### src/rtl/logic_fold_unit.sv
// Multi-operand bitwise fold (AND/OR/XOR/pass-last, optional inversion) over a
// valid/ready operand burst; one registered result per burst with beat count.
module logic_fold_unit #(
  parameter int unsigned WIDTH   = 4,
  parameter int unsigned MAX_LEN = 8,
  localparam int unsigned CW     = $clog2(MAX_LEN + 1)
) (
  input  logic             clk,
  input  logic             rst_n,
  input  logic [1:0]       op,
  input  logic             inv,
  input  logic             in_valid,
  output logic             in_ready,
  input  logic [WIDTH-1:0] in_data,
  input  logic             in_last,
  output logic             out_valid,
  input  logic             out_ready,
  output logic [WIDTH-1:0] out_data,
  output logic [CW-1:0]    out_count,
  output logic             out_err
);

  typedef enum logic [1:0] {
    IDLE = 2'b00,
    ACC  = 2'b01,
    OUT  = 2'b10
  } state_t;

  localparam logic [1:0] OP_AND = 2'b00;
  localparam logic [1:0] OP_OR  = 2'b01;
  localparam logic [1:0] OP_XOR = 2'b10;

  state_t           state_q, state_d;
  logic [WIDTH-1:0] acc_q, acc_d;
  logic [CW-1:0]    cnt_q, cnt_d;
  logic [1:0]       op_q, op_d;
  logic             inv_q, inv_d;
  logic             trunc_d;
  logic [WIDTH-1:0] data_d;
  logic [CW-1:0]    count_d;
  logic             err_d;
  logic             accept;

  // One bitwise combining step; anything other than AND/OR/XOR keeps the newest operand.
  function automatic logic [WIDTH-1:0] fold(input logic [1:0]       sel,
                                            input logic [WIDTH-1:0] a,
                                            input logic [WIDTH-1:0] b);
    logic [WIDTH-1:0] r;
    case (sel)
      OP_AND:  r = a & b;
      OP_OR:   r = a | b;
      OP_XOR:  r = a ^ b;
      default: r = b;
    endcase
    return r;
  endfunction

  // in_ready is registered and mirrors state_q != OUT, so it alone gates acceptance.
  assign accept = in_valid && in_ready;

  // Next-state, accumulator and result-capture logic.
  always_comb begin
    state_d = state_q;
    acc_d   = acc_q;
    cnt_d   = cnt_q;
    op_d    = op_q;
    inv_d   = inv_q;
    trunc_d = 1'b0;
    data_d  = out_data;
    count_d = out_count;
    err_d   = out_err;

    case (state_q)
      IDLE: begin
        if (accept) begin
          op_d    = op;
          inv_d   = inv;
          acc_d   = in_data;
          cnt_d   = CW'(1);
          state_d = in_last ? OUT : ACC;
        end
      end
      ACC: begin
        if (accept) begin
          acc_d = fold(op_q, acc_q, in_data);
          cnt_d = cnt_q + CW'(1);
          if (in_last) begin
            state_d = OUT;
          end else if (cnt_q == CW'(MAX_LEN - 1)) begin
            state_d = OUT;
            trunc_d = 1'b1;
          end
        end
      end
      OUT: begin
        if (out_ready) begin
          state_d = IDLE;
        end
      end
      default: state_d = IDLE;
    endcase

    // Result registers load only on entry to OUT and hold until the next burst ends.
    if ((state_q != OUT) && (state_d == OUT)) begin
      data_d  = inv_d ? ~acc_d : acc_d;
      count_d = cnt_d;
      err_d   = trunc_d;
    end
  end

  // State, datapath and registered outputs.
  always_ff @(posedge clk or negedge rst_n) begin
    if (!rst_n) begin
      state_q   <= IDLE;
      acc_q     <= '0;
      cnt_q     <= '0;
      op_q      <= '0;
      inv_q     <= 1'b0;
      in_ready  <= 1'b1;
      out_valid <= 1'b0;
      out_data  <= '0;
      out_count <= '0;
      out_err   <= 1'b0;
    end else begin
      state_q   <= state_d;
      acc_q     <= acc_d;
      cnt_q     <= cnt_d;
      op_q      <= op_d;
      inv_q     <= inv_d;
      in_ready  <= (state_d != OUT);
      out_valid <= (state_d == OUT);
      out_data  <= data_d;
      out_count <= count_d;
      out_err   <= err_d;
    end
  end

endmodule
### config.mk
export PLATFORM = sky130hd
export DESIGN_NAME = logic_fold_unit
export DESIGN_NICKNAME = d
export VERILOG_FILES = /design/src/rtl/logic_fold_unit.sv
export SDC_FILE = /design/constraint.sdc
export NUM_CORES = 1
export LEC_CHECK = 0
export ABC_AREA = 1
export ABC_CLOCK_PERIOD_IN_PS = 3500
export BUFFER_PORTS_ARGS = -buffer_cell sky130_fd_sc_hd__buf_2
export CAP_MARGIN = 40
export CORE_ASPECT_RATIO = 0.8
export CORE_MARGIN = 8
export CORE_UTILIZATION = 55
export CTS_BUF_LIST = sky130_fd_sc_hd__clkbuf_8 sky130_fd_sc_hd__clkbuf_16
export DETAILED_ROUTE_END_ITERATION = 10
export HOLD_SLACK_MARGIN = 0.06
export PLACE_DENSITY_LB_ADDON = 0.3
export RECOVER_POWER = 50
export SLEW_MARGIN = 20
export SYNTH_ARGS = -nofsm -noshare
export SYNTH_HDL_FRONTEND = slang
export SYNTH_SLANG_ARGS = --single-unit
### constraint.sdc
create_clock -name clk -period 3.5 [get_ports clk]
set_input_delay 0.175 -clock clk [delete_from_list [all_inputs] [get_ports clk]]
set_output_delay 0.175 -clock clk [all_outputs]
set_load 0.05 [all_outputs]
; ---- Word-level counts from Yosys, hierarchy flattened
; Index checks and enable logic that the tools add are counted.
[word_totals]
input_bits = 12
out_inout_bits = 11
ff_bits = 24
word_cells = 49
[classes]
muxes = 21
addsub = 1
eq_ne = 8
bitwise_logic = 4
n_reduce_logical = 5
[op_table]
columns = operator, count
row1 = 4-bit 2-to-1 mux, 5
row2 = 4-bit case mux with 2 select lines, 2
row3 = 2-bit 2-to-1 mux, 6
row4 = 4-bit case mux with 3 select lines, 1
row5 = "2-bit equality test, second input constant", 3
row6 = 1-bit 2-to-1 mux, 6
row7 = 2-bit case mux with 3 select lines, 1
row8 = "4-bit by 1-bit adder with 4-bit output, second input constant", 1
row9 = 4-bit AND, 1
row10 = "2-bit by 1-bit equality test with 1-bit output, second input constant", 2
row11 = "4-bit by 3-bit equality test with 1-bit output, second input constant", 1
row12 = 2-bit logical NOT, 2
row13 = "2-bit inequality test, second input constant", 2
row14 = 4-bit NOT, 1
row15 = 4-bit bitwise OR, 1
row16 = 4-bit bitwise XOR, 1
row17 = 1-bit logical AND, 2
row18 = 2-bit AND reduction, 1

; ---- Depth between registers and ports, before layout
; Gate-level depths: netlist of run 1.
[depth]
depth_word = 7
depth_mapped = 10
ltp_nobuf = 10

; ---- Worst setup path after synthesis of run 1
; OpenSTA, ideal clock, no wires.
[synth_timing]
kind = register to register
from = register in_ready
to = register out_count[3]
path_slack_ns = 1.853
path_stages_with_launch = 9
arrival_time_ns = 1.519
setup_ns = 0.128
synth_period_minus_slack_ns = 1.647
path_buffers = 1
required_time_ns = 3.372
cell_sequence = dfstp_2 > nand2_2 > nor2_4 > nand2_2 > nand3_2 > o21ai_2 > buf_6 > nand2_1 > o21ai_0
[synth_between]
elab_chain_len = 5
elab_cells_between_ends = 9
cone_classes = 1 x eq/ne / 6 x mux / 2 x reduce/logical
[synth_rtl]
columns = element, line_no
row1 = from (decl), 13  ; output logic in_ready,
row2 = from (signal assigned), 130  ; in_ready <= (state_d != OUT);
row3 = 1-bit logical AND (*), 59  ; assign accept = in_valid && in_ready;
row4 = "2-bit 2-to-1 mux, on equally long branches", "84, 75"
row5 = 2-bit case mux with 3 select lines (*), 73  ; case (state_q)
row6 = named net state_d[1], 33  ; state_t state_q, state_d;
row7 = 2-bit equality test (*), 104  ; if ((state_q != OUT) && (state_d == OUT)) begin
row8 = 1-bit logical AND (*), 104
row9 = to (signal assigned), 133  ; out_count <= count_d;
row10 = to (decl), 19  ; output logic [CW-1:0] out_count,
; Mark *: on every way through the listed nets, which the timed path passes. The rest lies on a longest branch.
; A chain may end at the register's enable or synchronous reset.

; ---- Final worst setup path of run 1
[layout_timing]
from = register in_ready
to = register out_data[3]
[layout_between]
elab_chain_len = 5
elab_cells_between_ends = 13
cone_classes = 1 x eq/ne / 9 x mux / 1 x bitwise / 2 x reduce/logical
[layout_rtl]
columns = element, line_no
row1 = 1-bit logical AND (*), 59
row2 = "2-bit 2-to-1 mux, on equally long branches", "84, 75"
row3 = 2-bit case mux with 3 select lines (*), 73
row4 = named net state_d[1], 33
row5 = 2-bit equality test (*), 104
row6 = 1-bit logical AND (*), 104
row7 = to (signal assigned), 132  ; out_data <= data_d;
row8 = to (decl), 18  ; output logic [WIDTH-1:0] out_data,
; Marked as above.

==> qor.yml, run 1 <==
outcome:
  outcome: "completed"
critical_path:
  end_kind: "register"
  cp-start-kind: "register"
  required_ns: 3.71
  path_max_fanout: 6
  path_class: "register to register"
  worstPathArrival_ns: 1.78
placed_design:
  portBuffers: 22
  hpwl_um: 2360
  place_ws_ns: 1.93
  gp_congestion: 0.895
  dpl_cell_area_mm2: 0.00150
die:
  die_h_um: 60.6
  die-area_mm2: 0.00435
  rows: 16
  core_mm2: 0.00240
  dieWidth_um: 71.8
  ios: 23
  initial_utilization_pct: 57.0
synthesis:
  synthSimpleGateAreaFrac_pct: 28.2
  synth_top_family_by_area: "simple AND/OR/NAND/NOR gates"
  ys_seq_area_share_pct: 44.0
  ys_ff_latch: 24
  synthAdderAreaFrac_pct: 9.14
  synth.mux.area_fraction_pct: 0
  syn-num-nets: 192
  synth_area_mm2: 0.00137
  synth_xor_area_share_pct: 0
  synth.distinct_cells: 23
  synth_compound_area_share_pct: 10.2
  syn_avg_cell_area_um2: 8.05
  synth_cells: 170
  yosys_warnings: 0
cts:
  postCtsHoldBufs: 1
  cts_tree: "yes"
  cts_made_buffers: 3
  cts_resized: 0
  postCtsSetupRepairBufs: 0
  cts.path.max_buffers: 2
  clock_sinks: 24
  clkTransAtPathRegs_ns: 0.09
  clk_latency_ns: 0.27
  cts_max_level: 1
  root_buffer: "clkbuf_8"
power_and_ir_drop:
  p_leak_nw: 0.858
  power.total_w: 0.00133
  peakVddDrop_mv: 0.522
  power_density_mw_per_mm2: 842
hold_path:
  min_path_type: "input port to register"
sta:
  setup_ws_ns: 1.93
  setup_viol: 0
  finClkSkew_ns: 0.0109
  hold_ws_ns: 0.123
  final.setup.tns_ns: 0
  worst_pin_slew_ns: 1.25
  final_hold_viol_count: 0
  rsz0062_at_grt: "false"
  drv_slew: 0
  fmax_mhz: 638
  finalCritPeriodShare_pct: 44.8
  period_needed_ns: 1.57
  relSlewSlack_pct: 16.5
drt:
  highest_layer: "met4"
  drc_errors: 0
  vias_per_cell: 5.26
  routed-wl-met3_um: 206
  ant_nets: 0
  vias: 1174
  wl_per_cell_um: 13.7
  drt-met1-wl_um: 1490
  drt_pre_antenna_iters: 4
  drtIter0Drc: 73
  wl_met2_um: 1340
  wirelength_um: 3060
global_route:
  grt_start_max_net_pins: 25
  grt_usage_pct: 15.5
  grt_antenna_before_repair: 0
  grt_pass1_vias: 1196
  grt_pass1_wl_um: 5350
  grt_overflow_total: 0
layout:
  syn2layout_area_growth_pct: 15.1
  finalNetCount: 219
  drive_above_1_share_pct: 17.3
  fin_area_mm2: 0.00158
  diodes: 0
run:
  max_cap_violations: 0
==> layout by cell type, fill, tap and decap left out, drive strengths merged <==
| cell type | netlist | routed |
|---|---|---|
| o22ai | 1 | 1 |
| clkbuf | 0 | 9 |
| nand2 | 58 | 58 |
| dfrtp | 23 | 23 |
| ha | 10 | 10 |
| dfstp | 1 | 1 |
| buf | 1 | 16 |
| nand3 | 18 | 18 |
| bufinv | 0 | 1 |
| inv | 28 | 28 |
| nand3b | 3 | 3 |
| nor2 | 6 | 6 |
| a32o | 1 | 1 |
| o211ai | 1 | 1 |
| a21oi | 4 | 4 |
| o221ai | 1 | 1 |
| o21ai | 12 | 12 |
| dlygate4sd3 | 0 | 1 |
| o31ai | 1 | 1 |
| a22o | 1 | 1 |
==> kinds of logic (layout without fill, tap and decap cells) <==
| kind of cell | after synthesis | in the layout |
|---|---|---|
| simple gates | 85 | 85 |
| compound gates | 22 | 22 |
| fa+ha+maj | 10 | 10 |
| flops | 24 | 24 |
| buf+inv | 29 | 55 |
==> state kept, by name (all words and copies together), names as in the netlist <==
register / count
out_count: 4
state_q: 2
out_err: 1
inv_q: 1
op_q: 2
cnt_q: 4
out_valid: 1
in_ready: 1
out_data: 4
acc_q: 4
==> power by group <==
| group | internal, W | leakage [nW] | switching, W |
|---|---|---|---|
| Sequential | 0.000379 | 0.304 | 0.0000836 |
| Clock | 0.000153 | 0.0357 | 0.0000857 |
| Combinational | 0.000171 | 0.519 | 0.000455 |
==> worst paths after layout <==
check                             startpoint            to  slack [ns]  depth (start not counted)
min in group asynchronous              rst_n      acc_q[2]        0.69                          2
worst max register to register      in_ready   out_data[3]        1.93                          8
worst min register to register  out_count[1]  out_count[1]        0.49                          2
worst max-delay path                in_ready   out_data[3]        1.93                          8
worst min-delay path                   op[1]       op_q[1]        0.12                          3
max in group asynchronous              rst_n      acc_q[0]        2.06                          2
==> critical path: stages, from the launching register on <==
cell	delay, ns
dfstp_2	0.56
nand2_2	0.09
nor2_1	0.23
nand2_1	0.12
nand3_2	0.11
inv_2	0.06
nor2_4	0.16
nand3_1	0.11
nand2_1	0.07
==> per-stage QoR <==
stage	cells	utilization, %
finish	223	65.6
global route	223	65.6
CTS	223	65.9
detailed placement	218	62.5
global placement	218	62.5
floorplan	170	-
==> cells in the mapped netlist <==
| cell | count | area, um2 |
|---|---|---|
| inv_1 | 25 | 93.8 |
| o21ai_2 | 3 | 26.3 |
| a22o_1 | 1 | 8.76 |
| dfrtp_1 | 23 | 576 |
| ha_1 | 10 | 125 |
| buf_6 | 1 | 11.3 |
| nand3_2 | 2 | 20.0 |
| o21ai_0 | 7 | 35.0 |
| nor2_1 | 4 | 15.0 |
| o221ai_1 | 1 | 8.76 |
| nand3_1 | 16 | 80.1 |
| nand3b_1 | 3 | 22.5 |
| nor2_4 | 2 | 22.5 |
| inv_2 | 3 | 11.3 |
| o211ai_1 | 1 | 7.51 |
| nand2_2 | 3 | 18.8 |
| a32o_1 | 1 | 10.0 |
| o22ai_1 | 1 | 6.26 |
| o21ai_1 | 2 | 10.0 |
| a21oi_1 | 4 | 20.0 |
| dfstp_2 | 1 | 26.3 |
| o31ai_1 | 1 | 7.51 |
| nand2_1 | 55 | 206 |
==> per-layer routing <==
layer  up-vias  track usage, %
met3         4            4.62
met5         -               0
li1        594               -
met2        31            24.6
met4         0            4.06
met1       545            20.1
==> final cells by class <==
class | instances | area, um2
Tap cell | 27 | 33.8
Clock buffer | 3 | 41.3
Timing Repair Buffer | 23 | 113
Clock inverter | 1 | 30.0
Inverter | 28 | 105
Fill cell | 228 | 827
Multi-Input combinational cell | 117 | 651
Sequential cell | 24 | 602
Note: power is estimated with default switching activity, not from simulation.
==> run 2: changes to the inputs <==
--- a/config.mk
+++ b/config.mk
@@ -6,12 +6,12 @@
 export NUM_CORES = 1
 export LEC_CHECK = 0
 export ABC_AREA = 1
-export ABC_CLOCK_PERIOD_IN_PS = 3500
+export ABC_CLOCK_PERIOD_IN_PS = 1300
 export BUFFER_PORTS_ARGS = -buffer_cell sky130_fd_sc_hd__buf_2
 export CAP_MARGIN = 40
 export CORE_ASPECT_RATIO = 0.8
 export CORE_MARGIN = 8
-export CORE_UTILIZATION = 55
+export CORE_UTILIZATION = 49
 export CTS_BUF_LIST = sky130_fd_sc_hd__clkbuf_8 sky130_fd_sc_hd__clkbuf_16
 export DETAILED_ROUTE_END_ITERATION = 10
 export HOLD_SLACK_MARGIN = 0.06
==> constraint.sdc (replaced) <==
create_clock -name clk -period 1.3 [get_ports clk]
set_input_delay 0.065 -clock clk [delete_from_list [all_inputs] [get_ports clk]]
set_output_delay 0.065 -clock clk [all_outputs]
set_load 0.05 [all_outputs]
==> run 2 against run 1 <==
Compared with the run above: the flow now finishes with violations (negative setup slack); clock-buffer cell count increased by 1; clock power increased by 120%; die area increased by 9.2%; sequential share of layout area decreased by 7.7 points; power increased to 3.2 times the previous value; cell area increased by 26%; sequential power increased to 2.7 times the previous value; global-route usage increased by 0.75 points; cell count increased by 21%; first-iteration DRC count increased by 37%; largest cell class unchanged.
==> qor.yml, run 2 (synthesis results as in run 1) <==
placed_design:
  placed_cells: 245
  hpwl_um: 2470
  gp_congestion: 0.875
  portBuffers: 22
  place_ws_ns: -0.207
drt:
  drc_errors: 0
  wirelength_um: 3910
  ant_nets: 0
  vias_per_cell: 5.16
  wl_per_cell_um: 14.5
  drt_pre_antenna_iters: 4
  drtIter0Drc: 100
  vias: 1394
global_route:
  grt_overflow_total: 0
  grt_pass1_wl_um: 6070
  grt_start_max_net_pins: 25
  grt_usage_pct: 16.2
  grt_pass1_vias: 1357
  grt_antenna_before_repair: 0
sta:
  drv_slew: 0
  relSlewSlack_pct: 59.8
  worst_pin_slew_ns: 0.604
  period_needed_ns: 1.59
  rsz0062_at_grt: "true"
  finClkSkew_ns: 0.00581
  setup_viol: 24
  fmax_mhz: 628
  final_hold_viol_count: 0
  finalCritPeriodShare_pct: 123
  setup_ws_ns: -0.293
cts:
  clk_latency_ns: 0.27
  cts_max_level: 1
  cts_made_buffers: 3
  clock_sinks: 24
  cts.path.max_buffers: 2
  clkTransAtPathRegs_ns: 0.09
  root_buffer: "clkbuf_8"
  cts_tree: "yes"
die:
  rows: 17
  ios: 23
  initial_utilization_pct: 50.7
  core_mm2: 0.00270
  dieWidth_um: 75.1
  die-area_mm2: 0.00475
  die_h_um: 63.3
layout:
  stdcell_count: 270
  fillers: 196
  regArea_um2: 607
  diodes: 0
  syn2layout_area_growth_pct: 45.3
  multi_input_area_um2: 753
  drive_above_1_share_pct: 39.2
  final_common_cell: "nand2_1"
  finalNetCount: 255
  final_cell_mix: "nand2_1 (51), buf_4 (29), inv_1 (23), dfrtp_1 (22), buf_2 (20)"
power_and_ir_drop:
  power_density_mw_per_mm2: 2140
  peakVddDrop_mv: 1.89
  intPower_w: 0.00227
  p_leak_nw: 1.05
  sequentialPowerShare_pct: 29.5
  clockPowerShare_pct: 12.1
  power.total_w: 0.00425
  switching_share_pct: 46.7
  pwr-share-comb_pct: 58.3
  p_sw_w: 0.00198
critical_path:
  end_kind: "register"
  path_class: "register to register"
  worstPathArrival_ns: 1.76
  cp_slowest_cell: "dfstp_4"
  required_ns: 1.47
  critPathMaxStageDelay_ns: 0.66
  cp-start-kind: "register"
  path_max_fanout: 7
  cp_num_buf_inv: 1
  critPathTopFamily: "flip-flops"
  critPathMostFrequentCell: "nand2_1"
  crit_chain: "buf_4 -> nand3_4 -> a21oi_1 -> o21ai_1 -> nand2_1 -> nand2_1 -> nand3_1 -> nand2_1"
outcome:
  violations: "negative setup slack"
  outcome: "finished, violations left"
hold_path:
  min_path_type: "input port to register"
run:
  max_cap_violations: 0
[run 2: power by group through the flow]
| stage | logic (W) | clock network, W | registers, W |
|---|---|---|---|
| floorplan | 0.000952 | 0 | 0.00161 |
| global placement | 0.00194 | 0 | 0.00124 |
| detailed placement | 0.00200 | 0 | 0.00123 |
| CTS | 0.00226 | 0.000514 | 0.00123 |
| global route | 0.00270 | 0.000547 | 0.00128 |
| finish | 0.00248 | 0.000516 | 0.00126 |
[run 2: final timing paths]
kind	start	endpoint	slack [ns]	cells past startpoint
min in group asynchronous	rst_n	op_q[1]	0.32	2
worst min-delay path	out_ready	out_valid	0.13	4
max in group asynchronous	rst_n	state_q[0]	0.55	2
worst max register to register	in_ready	out_data[3]	-0.29	8
worst min register to register	out_err	out_err	0.49	2
worst max-delay path	in_ready	out_data[3]	-0.29	8
[run 2: area by class of cell]
type | instances | share of cell area [%]
tap | 38 | 2.39
multi-input combinational | 117 | 37.9
clock buffer | 4 | 2.77
timing repair buffer | 59 | 21.1
sequential | 24 | 30.5
inverter | 28 | 5.41
[run 2: stage by stage]
stage	TNS [ns]	hold slack, ns	utilization [%]	instance area, um2
floorplan	-2.27	-0.231	-	1390
global placement	-1.89	0.0671	61.2	1650
detailed placement	-1.96	0.0807	61.2	1650
CTS	-1.87	0.135	70.6	1910
global route	-5.10	0.163	73.6	1990
finish	-3.65	0.131	73.6	1990
[run 2: per-layer routing]
metal | track usage (%) | wire length, um | vias to the layer above
li1 | - | - | 671
met1 | 20.7 | 1680 | 668
met2 | 25.0 | 1880 | 51
met3 | 6.00 | 323 | 4
met4 | 3.90 | 33 | 0
met5 | 0 | 0 | -
[run 2: worst reg2reg max path: stages, from the launching register on]
cell     delay (ns)
dfstp_4        0.66
buf_4          0.14
nand3_4        0.13
a21oi_1        0.17
o21ai_1        0.11
nand2_1        0.11
nand2_1        0.06
nand3_1        0.06
nand2_1        0.06
[run 2: what timing repair did]
item / in CTS / in global routing
resized for setup: 17 / 14
hold buffers: 4 / 0
endpoints found under the setup margin: 14 / 24
endpoints found under the hold margin: 26 / 0
pin swaps: 6 / 4
setup buffers: 12 / 5
